<file path="src/rtl/piso_serializer_pkg.sv">
// Shared definitions for the parallel-in serial-out transmitter.
package piso_serializer_pkg;

  typedef enum logic {
    S_IDLE  = 1'b0,
    S_SHIFT = 1'b1
  } state_t;

  localparam int   DEFAULT_WIDTH      = 8;
  localparam logic DEFAULT_IDLE_LEVEL = 1'b0;

endpackage

</file>
<file path="src/rtl/piso_serializer_datapath.sv">
// Shift register and bit counter for the serializer; LSB leaves first.
module piso_datapath
  import piso_serializer_pkg::*;
#(
  parameter int WIDTH = DEFAULT_WIDTH
) (
  input  logic             clk,
  input  logic             rst,
  input  logic             load,
  input  logic             shift,
  input  logic [WIDTH-1:0] din,
  output logic             lsb,
  output logic             last
);

  localparam int CW = $clog2(WIDTH);
  localparam logic [CW-1:0] LAST_IDX = CW'(WIDTH - 1);

  logic [WIDTH-1:0] shreg;
  logic [CW-1:0]    bit_cnt;

  // The counter parks on the last index when a frame ends; only a reload restarts it.
  always_ff @(posedge clk) begin
    if (rst) begin
      shreg   <= '0;
      bit_cnt <= '0;
    end else if (load) begin
      shreg   <= din;
      bit_cnt <= '0;
    end else if (shift) begin
      shreg <= {1'b0, shreg[WIDTH-1:1]};
      if (bit_cnt != LAST_IDX) begin
        bit_cnt <= bit_cnt + 1'b1;
      end
    end
  end

  assign lsb  = shreg[0];
  assign last = (bit_cnt == LAST_IDX);

endmodule

</file>
<file path="src/rtl/piso_serializer.sv">
// Parallel-in serial-out transmitter: valid/ready load, LSB-first shift-out,
// done pulse after the last bit, back-to-back frames without an idle gap.
module piso_serializer
  import piso_serializer_pkg::*;
#(
  parameter int   WIDTH      = DEFAULT_WIDTH,
  parameter logic IDLE_LEVEL = DEFAULT_IDLE_LEVEL
) (
  input  logic             clk,
  input  logic             rst,
  input  logic [WIDTH-1:0] din,
  input  logic             load_valid,
  output logic             load_ready,
  input  logic             shift_en,
  output logic             sout,
  output logic             sout_valid,
  output logic             busy,
  output logic             done
);

  state_t state, state_next;
  logic   lsb, last;
  logic   load, shift, last_bit;

  assign load     = load_valid && load_ready;
  assign last_bit = (state == S_SHIFT) && shift_en && last;

  piso_datapath #(.WIDTH(WIDTH)) u_datapath (
    .clk   (clk),
    .rst   (rst),
    .load  (load),
    .shift (shift),
    .din   (din),
    .lsb   (lsb),
    .last  (last)
  );

  always_ff @(posedge clk) begin
    if (rst) begin
      state <= S_IDLE;
      done  <= 1'b0;
    end else begin
      state <= state_next;
      done  <= last_bit;
    end
  end

  // Accepting a word on the last-bit edge keeps the machine in SHIFT for a seamless next frame.
  always_comb begin
    state_next = state;
    load_ready = 1'b0;
    sout       = IDLE_LEVEL;
    sout_valid = 1'b0;
    busy       = 1'b0;
    shift      = 1'b0;
    case (state)
      S_IDLE: begin
        load_ready = 1'b1;
        if (load_valid) begin
          state_next = S_SHIFT;
        end
      end
      S_SHIFT: begin
        sout       = lsb;
        sout_valid = 1'b1;
        busy       = 1'b1;
        shift      = shift_en;
        if (shift_en && last) begin
          load_ready = 1'b1;
          state_next = load_valid ? S_SHIFT : S_IDLE;
        end
      end
    endcase
  end

endmodule

</file>
<file path="config.mk">
export PLATFORM = sky130hd
export DESIGN_NAME = piso_serializer
export DESIGN_NICKNAME = d
export VERILOG_FILES = /design/src/rtl/piso_serializer_pkg.sv /design/src/rtl/piso_serializer_datapath.sv /design/src/rtl/piso_serializer.sv
export SDC_FILE = /design/constraint.sdc
export NUM_CORES = 1
export LEC_CHECK = 0
export CORE_MARGIN = 5
export CORE_UTILIZATION = 51
export CTS_CLUSTER_DIAMETER = 60
export CTS_CLUSTER_SIZE = 20
export DETAILED_ROUTE_END_ITERATION = 12
export PLACE_DENSITY = 0.9
export SLEW_MARGIN = 10
export SYNTH_ARGS = -nofsm -noshare
export SYNTH_HDL_FRONTEND = slang
export SYNTH_SLANG_ARGS = --single-unit
</file>
<file path="constraint.sdc">
create_clock -name clk -period 3.25 [get_ports clk]
set_input_delay 0.8125 -clock clk [delete_from_list [all_inputs] [get_ports clk]]
set_output_delay 0.8125 -clock clk [all_outputs]
set_load 0.05 [all_outputs]
</file>
==> impl_results.md <==
* Share of cells above drive strength 1 at 0.207
* Post-synthesis cell count at 75
* Clock transition at path regs at approximately 0.070 ns
* Inserted Diodes at 0
* Top Ports at 17
* Met2 WL at approximately 670 microns
* Critical path capture point type: output port
* Slowest CP cell: clkdlybuf4s50_1
* Post-route cell area at 951 sq um
* Antenna violations before repair at 0
* Via/cell ratio at approximately 5.5
* Max Cap Viol at 0
* Worst slew margin at 0.574
* Total number of vias at slightly below 600
* Most common cell after layout, fill and taps aside: nor2_1
* Register area share after synthesis at 0.344
* Worst min path class: flip-flop to flip-flop
* Peak supply drop at between 0.2 and 0.3 mV
* Setup TNS at 0 ns
* DR iter-0 viols at 0
* Die height at 48.5 microns
* Wl on met1 at ~660 microns
* First-pass GRT wire length at ~2500 microns
* Fin. max-slew vios at 0
* Yosys cell types at 24
* Startpoint Class: flip-flop
* Most frequent cells in the layout: nor2_1, clkdlybuf4s50_1, dfxtp_1, mux2i_1, or2b_1
* Syn nets at a little under 90
* Clock root cell: clkbuf_4
* Worst-margin pin slew at between 0.6 and 0.7 ns
* Overall Global Routing Usage at 0.134
* CTS HTree Levels at 1
* Post-CTS setup buffer count at 0
* Post-CTS sizing at 0
* Initial core utilization at 0.521
* RSZ-0062 raised after global routing: false
* Critical Path RT at between 2 and 2.5 ns
* CP max FO at 15
* CORE AREA at about 1500 sq um
* Number of core rows at 14
* Crit path arrival time at about 1.9 ns
* FILL cells at roughly 120
* Worst R2R Path Depth at 5
* DP HPWL at roughly 1000 microns
* Port Buffer Count at 16
* LEAKAGE at 0.438 nW
* Final hold vios at 0
* Total Routed Length at between 1000 and 1500 microns
* Nets at ~110
* Drt wl/cell at 13.6 microns
* Die Span X at between 40 and 50 microns
* CTS tree: yes
* #FFs+latches synth at 13
* DP Area at 925 sq um
* Residual DRC count at 0
* Final ANT Viol Nets at 0
* Synth warnings at 0
* Worst path max stage delay at just under 0.8 ns
* Tmin final at between 2 and 3 ns
* Clock Latency Late Sink at ~0.28 ns
* Final setup violating endpoints at 0
* Mapped Area at between 700 and 800 sq um
* Critical-path cell list: and2_2, clkdlybuf4s50_1
* P&R area growth vs syn at 25.6%
* Highest metal used: met4
* Max Clk Rate at ~370 MHz
* 1st-pass router iterations at 1
* Final Skew at approximately 0.0025 ns
* Number of buffers created by CTS at 3
* Die area at 2350 sq um
* Hold-fix buffers, CTS at 0
* Avg Cell Area, Syn at between 10 and 15 sq um
* Status: complete, no violations
* Max clock buf depth at 2
* PwrDens at approximately 380 nW/um^2
* Largest net degree at the start of global routing at 16
* Number of global-route vias before repair at 560
* Utilization after layout at 0.654
* Final Cycle Share at 0.824
* Hold WS at between 0.5 and 0.6 ns
* Gpl congestion at a little under 0.8
* Sink Count at 13
* Crit path kind: flip-flop to output port
* Aggregate global routing overflow at 0
* Met3 routed WL at about 110 microns
* Worst hold path stage count at 2
per-layer routing:
metal  vias up  track usage
li1        299            -
met1       271        0.144
met2        15        0.207
met3         4       0.0675
met4         0       0.0807
met5         -            0
through the flow:
step                worst slack (ns)  cells  total power [W]
floorplan                       1.18     75         0.000241
global placement               0.756    104         0.000268
detailed placement             0.755    104         0.000271
CTS                            0.557    108         0.000371
global route                   0.484    108         0.000389
finish                         0.572    108         0.000365
synthesized netlist by cell type:
master / number / area [sq um]
nor2_1: 17 / 63.8
dfxtp_1: 13 / 260
mux2i_1: 9 / 90.1
or2b_1: 7 / 52.6
a2111oi_2: 6 / 90.1
nor3_1: 3 / 15.0
buf_4: 2 / 15.0
ha_1: 2 / 25.0
a2111oi_1: 1 / 10.0
a21boi_4: 1 / 18.8
and2_2: 1 / 7.51
and2_4: 1 / 8.76
and4b_1: 1 / 10.0
buf_1: 1 / 3.75
buf_6: 1 / 11.3
inv_1: 1 / 3.75
inv_2: 1 / 3.75
mux2_4: 1 / 15.0
nand2_1: 1 / 3.75
nand2_4: 1 / 11.3
nand3b_1: 1 / 7.51
o22a_2: 1 / 10.0
or2b_4: 1 / 11.3
xor2_1: 1 / 8.76
path summary, 6_finish.rpt:
path / endpoint / start / slack (ns)
max: sout / state$_SDFF_PP0_ / 0.57
min: u_datapath.shreg[1]$_SDFFE_PP0P_ / u_datapath.shreg[1]$_SDFFE_PP0P_ / 0.52
max reg2reg: u_datapath.shreg[4]$_SDFFE_PP0P_ / u_datapath.bit_cnt[0]$_SDFFE_PP0P_ / 1.66
min reg2reg: u_datapath.shreg[1]$_SDFFE_PP0P_ / u_datapath.shreg[1]$_SDFFE_PP0P_ / 0.52
where the power goes:
part	switching, W	internal, W
clock network	0.0000507	0.0000477
logic	0.0000445	0.0000453
registers	0.00000735	0.000170
area by class of cell:
type                            count  area, sq um  area share
Tap cell                           16         20.0      0.0211
Inverter                            2         7.51     0.00789
Timing Repair Buffer               17          178       0.187
Sequential cell                    13          260       0.274
Multi-Input combinational cell     56          459       0.483
Clock buffer                        4         26.3      0.0276
registers in the layout, indices dropped and copies added (netlist names):
signal	cells
state	1
u_datapath.shreg	8
u_datapath.bit_cnt	3
done	1
cells by family (layout without fill, tap and decap cells):
| family | Yosys count | in the layout | share of synthesized area |
|---|---|---|---|
| XOR/XNOR | 1 | 1 | 0.0116 |
| multiplexers | 10 | 10 | 0.139 |
| adder cells (fa/ha/maj) | 2 | 2 | 0.0331 |
| buffers and inverters | 6 | 23 | 0.0496 |
| AO/OA/AOI/OAI | 9 | 9 | 0.170 |
| flip-flops | 13 | 13 | 0.344 |
| AND/OR/NAND/NOR | 34 | 34 | 0.253 |
critical path: cells and delay by family (launching register included):
family                 cells  cell delay [ns]
AND/OR/NAND/NOR            1             0.21
flip-flops                 1             0.58
buffers and inverters      1             0.79
(Power assumes the default switching activity.)
